File: src/rtl/char_printer_if.sv
// Byte stream from the character printer to the UART TX.
// A byte moves on a rising edge where valid and ready are both high.
interface char_printer_if;
  logic [7:0] data;
  logic       valid;
  logic       ready;

  modport master (
    output data,
    output valid,
    input  ready
  );

  modport slave (
    input  data,
    input  valid,
    output ready
  );
endinterface

File: src/rtl/char_printer.sv
// Fetches one packed-ASCII ROM word and streams it MSB byte first,
// stopping at the first NUL, optionally followed by a hex byte.
module char_printer #(
  parameter int WIDTH = 64,
  parameter int DEPL2 = 4
) (
  input  logic               clk_i,
  input  logic               rst_i,
  input  logic               start_i,
  input  logic [DEPL2-1:0]   msg_i,
  input  logic               hex_en_i,
  input  logic [7:0]         hex_i,
  output logic [DEPL2-1:0]   rom_addr_o,
  input  logic [WIDTH-1:0]   rom_data_i,
  char_printer_if.master     tx,
  output logic               busy_o,
  output logic               done_o
);
  localparam int NB = WIDTH / 8;
  localparam int CW = $clog2(NB + 1);

  typedef enum logic [2:0] {
    S_IDLE,
    S_ADDR,
    S_LOAD,
    S_SEND,
    S_HEXHI,
    S_HEXLO,
    S_DONE
  } state_e;

  state_e           state_q;
  logic [WIDTH-1:0] sh_q;
  logic [CW-1:0]    cnt_q;
  logic             hen_q;
  logic [7:0]       hex_q;
  logic [DEPL2-1:0] addr_q;
  logic [7:0]       data_q;
  logic             valid_q;
  logic             busy_q;
  logic             done_q;

  logic [WIDTH-1:0] sh_d;
  logic [7:0]       nxt_d;
  logic             xfer;
  logic             last_d;

  function automatic logic [7:0] hex2asc(input logic [3:0] n);
    hex2asc = (n < 4'd10) ? {4'h3, n} : 8'h37 + {4'h0, n};
  endfunction

  assign sh_d   = sh_q << 8;
  assign nxt_d  = sh_d[WIDTH-1 -: 8];
  assign xfer   = valid_q & tx.ready;
  // String ends on the word's last byte or just before a NUL.
  assign last_d = (cnt_q == CW'(NB - 1)) || (nxt_d == 8'h00);

  always_ff @(posedge clk_i) begin
    if (rst_i) begin
      state_q <= S_IDLE;
      sh_q    <= '0;
      cnt_q   <= '0;
      hen_q   <= 1'b0;
      hex_q   <= '0;
      addr_q  <= '0;
      data_q  <= '0;
      valid_q <= 1'b0;
      busy_q  <= 1'b0;
      done_q  <= 1'b0;
    end else begin
      done_q <= 1'b0;
      unique case (state_q)
        S_IDLE: begin
          if (start_i) begin
            addr_q  <= msg_i;
            hen_q   <= hex_en_i;
            hex_q   <= hex_i;
            busy_q  <= 1'b1;
            state_q <= S_ADDR;
          end
        end
        S_ADDR: state_q <= S_LOAD;
        S_LOAD: begin
          sh_q  <= rom_data_i;
          cnt_q <= '0;
          if (rom_data_i[WIDTH-1 -: 8] != 8'h00) begin
            data_q  <= rom_data_i[WIDTH-1 -: 8];
            valid_q <= 1'b1;
            state_q <= S_SEND;
          end else if (hen_q) begin
            data_q  <= hex2asc(hex_q[7:4]);
            valid_q <= 1'b1;
            state_q <= S_HEXHI;
          end else begin
            done_q  <= 1'b1;
            state_q <= S_DONE;
          end
        end
        S_SEND: begin
          if (xfer) begin
            sh_q  <= sh_d;
            cnt_q <= cnt_q + 1'b1;
            if (!last_d) begin
              data_q <= nxt_d;
            end else if (hen_q) begin
              data_q  <= hex2asc(hex_q[7:4]);
              state_q <= S_HEXHI;
            end else begin
              valid_q <= 1'b0;
              done_q  <= 1'b1;
              state_q <= S_DONE;
            end
          end
        end
        S_HEXHI: begin
          if (xfer) begin
            data_q  <= hex2asc(hex_q[3:0]);
            state_q <= S_HEXLO;
          end
        end
        S_HEXLO: begin
          if (xfer) begin
            valid_q <= 1'b0;
            done_q  <= 1'b1;
            state_q <= S_DONE;
          end
        end
        S_DONE: begin
          busy_q  <= 1'b0;
          state_q <= S_IDLE;
        end
        default: state_q <= S_IDLE;
      endcase
    end
  end

  assign rom_addr_o = addr_q;
  assign tx.data    = data_q;
  assign tx.valid   = valid_q;
  assign busy_o     = busy_q;
  assign done_o     = done_q;
endmodule

File: src/flat_wrapper.sv
// flat-port wrapper written by rule: the top's interface ports become plain ports
module char_printer_flat 
#(
  parameter int WIDTH = 64,
  parameter int DEPL2 = 4
)
  (clk_i, rst_i, start_i, msg_i, hex_en_i, hex_i, rom_addr_o, rom_data_i, busy_o, done_o, tx_data, tx_valid, tx_ready);
  char_printer_if tx_i ();
  input  logic clk_i;
  input  logic rst_i;
  input  logic start_i;
  input  logic [DEPL2-1:0] msg_i;
  input  logic hex_en_i;
  input  logic [7:0] hex_i;
  output logic [DEPL2-1:0] rom_addr_o;
  input  logic [WIDTH-1:0] rom_data_i;
  output logic busy_o;
  output logic done_o;
  output wire logic [$bits(tx_i.data)-1:0] tx_data;
  output wire logic [$bits(tx_i.valid)-1:0] tx_valid;
  input wire logic [$bits(tx_i.ready)-1:0] tx_ready;
  assign tx_data = tx_i.data;
  assign tx_valid = tx_i.valid;
  assign tx_i.ready = tx_ready;
  char_printer #(.WIDTH(WIDTH), .DEPL2(DEPL2)) u_core (.clk_i(clk_i), .rst_i(rst_i), .start_i(start_i), .msg_i(msg_i), .hex_en_i(hex_en_i), .hex_i(hex_i), .rom_addr_o(rom_addr_o), .rom_data_i(rom_data_i), .tx(tx_i), .busy_o(busy_o), .done_o(done_o));
endmodule
File: config.mk
export PLATFORM = sky130hd
export DESIGN_NAME = char_printer_flat
export DESIGN_NICKNAME = d
export VERILOG_FILES = /design/src/rtl/char_printer_if.sv /design/src/rtl/char_printer.sv /design/src/flat_wrapper.sv
export SDC_FILE = /design/constraint.sdc
export NUM_CORES = 1
export LEC_CHECK = 0
export ABC_CLOCK_PERIOD_IN_PS = 2300
export CAP_MARGIN = 0
export CORE_ASPECT_RATIO = 1.75
export CORE_MARGIN = 10
export CORE_UTILIZATION = 45
export CTS_CLUSTER_SIZE = 14
export DETAILED_ROUTE_END_ITERATION = 16
export GPL_TIMING_DRIVEN = 0
export PLACE_DENSITY = 0.73
export SYNTH_ARGS = -nofsm -noshare
export SYNTH_HDL_FRONTEND = slang
export SYNTH_SLANG_ARGS = --single-unit
File: constraint.sdc
create_clock -name clk_i -period 2.3 [get_ports clk_i]
set_input_delay 0.23 -clock clk_i [delete_from_list [all_inputs] [get_ports clk_i]]
set_output_delay 0.23 -clock clk_i [all_outputs]
set_load 0.03 [all_outputs]
==> flow_summary.yaml <==
power_and_ir_drop:
  vdd_drop_max_mv: 0.6816
  p_leak_nw: 1.957
  powerDensity_mw_per_mm2: 1110
  p_total_mw: 6.172
routing:
  drt-vias-per-instance: 5.619
  routedWlPerCell_microns: 18.22
  drtIter0Drc: 207
  dr.pass1.iters: 6
  num_vias: 4400
  ant_nets: 0
  drt-total-wl_microns: 14270
  drc: 0
global_routing:
  track_usage_pct: 20.83
  overflow: 0
  grt_pass1_wl_microns: 22730
  grt_max_degree: 14
  grt_pass1_vias: 4413
  antenna_found_initial: 0
setup_path:
  cp_max_fo: 9
  arrival_ns: 2.34
  max_stage_delay_ns: 0.65
  worst_setup_path_start_kind: "register"
  path_cells: "ha_1, and3b_1, a21oi_1, mux2i_1, o22ai_1, o221a_2"
  critPathRequiredTime_ns: 2.54
  critPathKind: "reg2reg"
  cp-end-kind: "register"
  worst_path_max_delay_cell: "a21oi_1"
timing:
  worst_pin_slew_ns: 0.8318
  hold_ws_ns: 0.2412
  slew_violations: 0
  slew_headroom_pct: 44.55
  hold_violations: 0
  finalCritPeriodShare_pct: 91.29
  setup-violations-final: 0
  grt_setup_unrepaired: "no"
  finalClockSkew_ns: 0.005408
  clock.fmax_mhz: 476.2
  min_period_ns: 2.100
floorplan:
  rows: 46
  die_w_microns: 93.06
  pin_count: 96
  start_util_pct: 46.22
  core-area_sq_mm: 0.009094
  die_area_sq_mm: 0.01376
  die_h_microns: 147.8
placement:
  dp.final_hpwl_microns: 11520
  gp_congestion: 0.9516
  io_buffers: 94
synth:
  avgSynthCellArea_sq_um: 7.586
  syn-num-nets: 638
  ys_seq_elements: 87
  synth_enable_flop_cells: 0
  seq_area_frac_synth_pct: 41.44
  synthArstFlopShare_pct: 0
  yosysWarnings: 0
  synth.distinct_cells: 49
  yosys_most_used_dff: "dfxtp_1"
  synth_area_sq_mm: 0.004203
  syn_inst: 554
clock_tree:
  cts.hold.buffers_added: 0
  htreeDepth: 3
  cts_tree: "done"
  clk_pin_slew_ns: 0.06
  clk_path_buf_depth: 2
  clk_latency_ns: 0.34
  numCtsBuffers: 9
  cts_setup_buffers: 0
  cts_sinks: 87
  cts_root_buf: "clkbuf_16"
run:
  drv_cap: 0
finish:
  fin_util_pct: 61.13
  nets: 743
  drive_gt1_share_pct: 6.787
  area_delta_synth_final_pct: 32.27
  fillers: 878
  antenna_cells: 0
worst_hold_path:
  hp-class: "in2reg"
run_status:
  status: "finished, final reports clean"
[worst max-delay path: cells and delay by family, from the launching register on]
kind                       cells  cell delay, ns
adders and majority gates      1            0.23
AOI/OAI and AO/OA              3            0.99
DFF                            1            0.33
muxes                          1            0.26
and+or+nand+nor                1            0.19
[placed cells by master (no fill, tap or decap), types with 3 or more instances in the layout]
cell type | netlist | routed
a31oi_1 | 3 | 3
mux2i_1 | 3 | 3
clkbuf_1 | 26 | 28
clkdlybuf4s50_1 | 0 | 94
nor3_2 | 2 | 3
nand2b_1 | 4 | 4
buf_2 | 11 | 11
nor3_1 | 6 | 5
dfxtp_1 | 87 | 87
o22ai_1 | 6 | 6
o21ai_0 | 15 | 15
nand3_1 | 12 | 12
ha_1 | 3 | 3
inv_1 | 8 | 8
clkinv_2 | 0 | 3
clkbuf_16 | 0 | 9
nor2_1 | 73 | 73
a221oi_1 | 4 | 4
a21oi_1 | 42 | 41
nor4_1 | 3 | 3
clkbuf_8 | 4 | 4
a311oi_1 | 51 | 51
nand2_1 | 150 | 150
[cell usage after synthesis, types with 3 or more instances]
cell type | n | area share, %
nand2_1 | 150 | 13
nor3_1 | 6 | 0.71
nor4_1 | 3 | 0.45
a311oi_1 | 51 | 11
buf_2 | 11 | 1.3
ha_1 | 3 | 0.89
nand2b_1 | 4 | 0.60
nor2_1 | 73 | 6.5
inv_1 | 8 | 0.71
nand3_1 | 12 | 1.4
o22ai_1 | 6 | 0.89
dfxtp_1 | 87 | 41
clkbuf_8 | 4 | 1.3
a21oi_1 | 42 | 5.0
clkbuf_1 | 26 | 2.3
a31oi_1 | 3 | 0.45
o21ai_0 | 15 | 1.8
a221oi_1 | 4 | 0.83
mux2i_1 | 3 | 0.71
[through the flow]
stage	instance area (sq um)	TNS (ns)	instances	setup WS [ns]
after floorplan	4203	0	554	0.3854
after global placement	5294	-2.191	768	-0.09463
after detailed placement	5294	-3.551	768	-0.1304
after CTS	5550	0	783	0.1910
after global routing	5559	0	783	0.01695
final	5559	0	783	0.2002
[power by group]
group / leakage (nW) / switching (mW) / internal (mW)
Combinational: 1.12 / 1.62 / 1.01
Sequential: 0.710 / 0.293 / 1.95
Clock: 0.129 / 0.581 / 0.722
[state kept, by name, indices dropped and copies added, names as in the netlist]
signal / flops
u_core.sh_q: 56
u_core.cnt_q: 4
u_core.hex_q: 8
u_core.rom_addr_o: 4
u_core.state_q: 3
u_core.hen_q: 1
u_core.busy_o: 1
u_core.done_o: 1
u_core.tx.data: 8
u_core.tx.valid: 1
[cell families (layout without fill, tap and decap cells)]
logic type                 after synthesis  after routing  synth area share (%)
DFF                                     87             87                 41.44
buffers and inverters                   50            159                 5.924
AOI/OAI and AO/OA                      134            134                 22.24
adders and majority gates                3              3                0.8932
xor gates and xnor gates                 4              4                0.8337
and+or+nand+nor                        271            271                 27.42
muxes                                    5              5                 1.250
[layer usage]
layer	GRT usage (%)	up-vias	wire length, microns	part of all wire, %
met3	4.158	45	614	4.3
met1	19.69	2045	5061	35
met5	0	-	0	0
met4	12.79	0	754	5.3
li1	-	2166	-	-
met2	39.26	144	7839	55
[area by class of cell]
type	count	area, sq um	area share [%]
Sequential cell	87	1742	31.33
Clock inverter	4	23.77	0.4276
Inverter	8	30.03	0.5402
Multi-Input combinational cell	417	2221	39.95
Tap cell	120	150.1	2.701
Clock buffer	11	232.7	4.186
Timing Repair Buffer	94	940.9	16.93
Buffer	42	219.0	3.939
[timing repair]
item	in CTS	in global routing
endpoints found under the setup margin	0	28
resized for setup	0	2
endpoints found under the hold margin	0	0
[worst paths after layout]
check                             from              endpoint  slack, ns  cells after the start
hold / removal                   rst_i     u_core.tx.data[3]       0.24                      3
setup reg to reg       u_core.cnt_q[0]     u_core.tx.data[6]       0.20                      6
setup / recovery       u_core.cnt_q[0]     u_core.tx.data[6]       0.20                      6
hold reg to reg   u_core.rom_addr_o[1]  u_core.rom_addr_o[1]       0.45                      2
No activity file was read; power rests on OpenSTA's default activity.
==> variant 1, RTL diff (same flow settings) <==
`DEPL2` is set to 4 in 2 places; all go to 3.
--- a/src/rtl/char_printer.sv
+++ b/src/rtl/char_printer.sv
@@ -3,5 +3,5 @@
 module char_printer #(
   parameter int WIDTH = 64,
-  parameter int DEPL2 = 4
+  parameter int DEPL2 = 3
 ) (
   input  logic               clk_i,
--- a/src/flat_wrapper.sv
+++ b/src/flat_wrapper.sv
@@ -3,5 +3,5 @@
 #(
   parameter int WIDTH = 64,
-  parameter int DEPL2 = 4
+  parameter int DEPL2 = 3
 )
   (clk_i, rst_i, start_i, msg_i, hex_en_i, hex_i, rom_addr_o, rom_data_i, busy_o, done_o, tx_data, tx_valid, tx_ready);
Ports: changed (resized msg_i and rom_addr_o); port bits go from 96 to 94. The function was not compared with the original's and may differ.
==> variant 1 against the original RTL <==
  * Count of clock-buffer cells in the layout fell by 1
  * Routed wire length fell by 5.2%
  * Global-route usage fell by 1.8 points
  * Hold slack improved by 190 ps
  * Combinational power fell by 2%
  * Total power rose by 2.1%
  * Cell area rose by 0.25%
  * Sequential cell count fell by 1
  * Worst setup slack improved by 160 ps
  * Area after synthesis fell by 0.24%
==> variant 1: results (changes against the original RTL) <==
compound-cell area share of the yosys netlist 23.34% (was 22.24%); P_comb 2.58 mW (was 2.63 mW); First-pass DRT Iterations 5 (was 6); Placed Instance Area 5264 µm² (was 5294 µm²); first-pass GRT wire length 21,220 µm (was 22,730 µm); share of layout cells above drive strength 1 7.207% (was 6.787%); Yosys cell types 51 (was 49); clock skew 7.474 ps (was 5.408 ps); crit path DAT 2140 ps (was 2340 ps); sequential power share 35.2% (was 36.3%); total power 6.301 mW (was 6.172 mW); Synth Instances 558 (was 554); met1 GRT Util 18.05% (was 19.69%); leak pwr 1.973 nW (was 1.957 nW); All-Layer GR Usage 19.05% (was 20.83%); non-filler cells, final 786 (was 783); grt met3 use 5.477% (was 4.158%); area share of xor/xnor cells in the synthesized design 0.8356% (was 0.8336%); filler cell count 862 (was 878); Area contributors post-synth dfxtp_1, nand2_1, a311oi_1 (unchanged); fin nets 744 (was 743); DP HPWL 10,720 µm (was 11,520 µm); status completed (unchanged); # placed instances 770 (was 768); sequential element share of the synthesized area 41.06% (was 41.44%); Tightest Pin Transition 872.5 ps (was 831.8 ps); largest net degree at the start of global routing 16 (was 14); GR Util met2 35.81% (was 39.26%); quantity of I/O buffers inserted on ports 92 (was 94); P_int 3.810 mW (was 3.678 mW); commonest cells in the synthesized netlist nand2_1, dfxtp_1, nor2_1 (unchanged); met1 wire length 5069 µm (was 5061 µm)
## variant 1: final timing paths
kind / start / end / slack, ps / cells past startpoint
min reg2reg: u_core.rom_addr_o[2] / u_core.rom_addr_o[2] / 450 / 2
max: u_core.state_q[2] / u_core.tx.data[1] / 360 / 5
min: rom_data_i[5] / u_core.sh_q[5] / 430 / 3
max reg2reg: u_core.state_q[2] / u_core.tx.data[1] / 360 / 5
## variant 1: cell type report
type,count,area [µm²],area share [%]
Timing Repair Buffer,92,920.9,16.52
Multi-Input combinational cell,419,2228,39.99
Tap cell,120,150.1,2.694
Buffer,46,216.5,3.884
Inverter,7,26.28,0.4715
Clock inverter,6,70.07,1.257
Clock buffer,10,239.0,4.288
Sequential cell,86,1722,30.89
## variant 1: worst max-delay path, cell delays in order (launching register included)
cell and delay, ps:
dfxtp_1 380, buf_2 220, nor3b_1 740, nor2_1 150, a21oi_1 200, a311oi_1 100
==> variant 2, RTL diff (config.mk and constraints unchanged) <==
Made on the original files. Re-encode `state_e` (7 states) as one-hot, 7 bits wide.
--- a/src/rtl/char_printer.sv
+++ b/src/rtl/char_printer.sv
@@ -20,12 +20,12 @@
   localparam int CW = $clog2(NB + 1);
 
-  typedef enum logic [2:0] {
-    S_IDLE,
-    S_ADDR,
-    S_LOAD,
-    S_SEND,
-    S_HEXHI,
-    S_HEXLO,
-    S_DONE
+  typedef enum logic [6:0] {
+    S_IDLE  = 7'b0000001,
+    S_ADDR  = 7'b0000010,
+    S_LOAD  = 7'b0000100,
+    S_SEND  = 7'b0001000,
+    S_HEXHI = 7'b0010000,
+    S_HEXLO = 7'b0100000,
+    S_DONE  = 7'b1000000
   } state_e;
 
Formal check against the unedited RTL: no difference found for any inputs over 4 cycles, from zero or initial values and one cycle with rst_i high; so few cycles prove little.
==> variant 2 against the original RTL <==
  * Routed wire length increased by 1.1%
  * Area after synthesis grew 5.0%
  * Cell area is 5.5% higher
  * Worst setup slack worse by 66 ps
  * Critical path type unchanged
  * Synthesized cell count shrank 0.72%
  * Sequential cell count rose by 4
Power is not compared: it rests on default switching activity, and its combinational part moved more than twofold at a synthesized area within 25%.
==> variant 2: results (changes against the original RTL) <==
Sw Share 27.88%; maximum VDD drop 0.4543 mV; post-detailed-route wirelength per cell 18.40 µm (was 18.22 µm); slowest CP cell or4_4 (was a21oi_1); worst r2r src u_core.sh_q[48] (was u_core.cnt_q[0]); hold depth 3 (unchanged); worst r2r dst u_core.state_q[4] (was u_core.tx.data[6]); critical path's largest stage delay 540 ps (was 650 ps); multiplexer area fraction after synthesis 3.403% (was 1.250%); metal2 WL 7824 µm (was 7839 µm); crit-path leading delay family simple AND/OR/NAND/NOR gates (was compound AO/OA/AOI/OAI gates); met1 wire length 5308 µm (was 5061 µm); Main synth FF type dfxtp_1 (unchanged); All-Layer GR Usage 20.06% (was 20.83%); Place WS -190.7 ps (was -130.4 ps); H-tree levels 3 (unchanged); share of layout cells above drive strength 1 7.704% (was 6.787%); clock skew 4.712 ps (was 5.408 ps); Yosys cell types 57 (was 49); Clock transition at path regs 70 ps; FF-to-FF path depth 6 (unchanged); FF-to-FF setup slack 130 ps (was 200 ps); met3 WL 759 µm (was 614 µm); Area contributors post-synth dfxtp_1, a311oi_1, nand2_1 (was dfxtp_1, nand2_1, a311oi_1); Placer Congestion 0.9001 (was 0.9516); crit path DAT 2440 ps (was 2340 ps); Placed Instance Area 5505 µm² (was 5294 µm²); Async SR Flop Fraction 0% (unchanged); TritonCTS Buffers 9 (unchanged); compound-cell area share of the yosys netlist 22.97% (was 22.24%); Post-Syn Nets 634 (was 638); max FFs per register 56 (unchanged); largest register by flop count u_core.sh_q (unchanged); vias 4,580 (was 4,400); highest routed layer met4 (unchanged); YS warnings 0 (unchanged); area share of xor/xnor cells in the synthesized design 0.9926% (was 0.8336%); maximum fanout along the worst path 10 (was 9); first-pass GRT wire length 22,650 µm (was 22,730 µm); sequential element share of the synthesized area 41.29% (was 41.44%); initial antenna violation count 0 (unchanged); DP HPWL 11,310 µm (was 11,520 µm); fin nets 741 (was 743); quantity of I/O buffers inserted on ports 94 (unchanged); Tightest Pin Transition 748.4 ps (was 831.8 ps); commonest cells in the synthesized netlist nand2_1, dfxtp_1, nor2_1 (unchanged); Synth Area in Adders 0.8508% (was 0.8931%); largest net degree at the start of global routing 16 (was 14); Clock Tree Buf Depth 2 (unchanged); status completed (unchanged); Starting DRT DRC Count 237 (was 207); WHS Endpoint u_core.state_q[0] (was u_core.tx.data[3])
-- variant 2: cell count changes after synthesis, moves of 5 or more --
cell	delta
nand2_1	-37
a21oi_1	-27
mux2i_1	+12
a22oi_1	+9
nor2_1	+8
nand3_1	-6
a211oi_1	+5
-- variant 2: kinds of logic after synthesis --
logic type | count (synthesis)
AND/OR/NAND/NOR | 250
AO/OA/AOI/OAI | 135
flip-flops | 91
buffers and inverters | 51
multiplexers | 15
XOR/XNOR | 5
adder cells (fa/ha/maj) | 3
-- variant 2: cell type report --
type,count,area [µm²]
Fill cell,887,3660
Multi-Input combinational cell,408,2415
Sequential cell,91,1822
Timing Repair Buffer,96,955.9
Clock buffer,11,252.7
Buffer,43,202.7
Tap cell,122,152.6
Clock inverter,5,36.28
Inverter,8,30.03
-- variant 2: what timing repair did --
| action | 4_1_cts | 5_1_grt |
|---|---|---|
| endpoints found under the setup margin | 65 | 62 |
| pin swaps | 0 | 1 |
| buffers inserted | 0 | 2 |
| gates resized for setup | 17 | 9 |
-- variant 2: metal layers --
metal	vias to the layer above	GRT usage, %
li1	2202	-
met1	2169	20.08
met2	173	37.17
met3	36	4.559
met4	0	10.23
met5	-	0
-- variant 2: how the worst max path moves through the flow --
| stage | start | endpoint | slack, ps | cells after the start |
|---|---|---|---|---|
| 2_1_floorplan | u_core.sh_q[55] | u_core.state_q[4] | 270 | 6 |
| 3_3_place_gp | u_core.state_q[4] | u_core.tx.data[7] | -210 | 7 |
| 6_report | u_core.sh_q[48] | u_core.state_q[4] | 130 | 6 |
| 4_1_cts | u_core.state_q[5] | u_core.sh_q[50] | 20 | 7 |
| 5_1_grt | u_core.state_q[6] | u_core.sh_q[23] | 4 | 7 |
| 3_5_place_dp | u_core.state_q[4] | u_core.tx.data[7] | -190 | 7 |
-- variant 2: per-stage QoR --
step	hold slack (ps)	instances	util (%)
finish	355.0	784	61.58
global route	430.0	784	61.58
CTS	352.5	782	61.32
detailed placement	469.6	766	57.79
global placement	460.3	766	57.79
floorplan	373.9	550	-
-- variant 2: power groups by stage --
stage / Clock (mW) / Combinational [mW] / Sequential (mW)
2_1_floorplan: 0 / 0.388 / 1.78
3_3_place_gp: 0 / 0.694 / 1.76
3_5_place_dp: 0 / 0.708 / 1.76
4_1_cts: 1.45 / 0.724 / 1.74
5_1_grt: 1.50 / 0.794 / 1.75
6_report: 1.42 / 0.723 / 1.74
-- variant 2: worst reg2reg max path, stage by stage, from the launching register on --
cell	delay, ps
dfxtp_1	350
or4_4	540
o21a_1	210
buf_6	140
o22a_1	200
or4b_1	500
a21oi_1	150
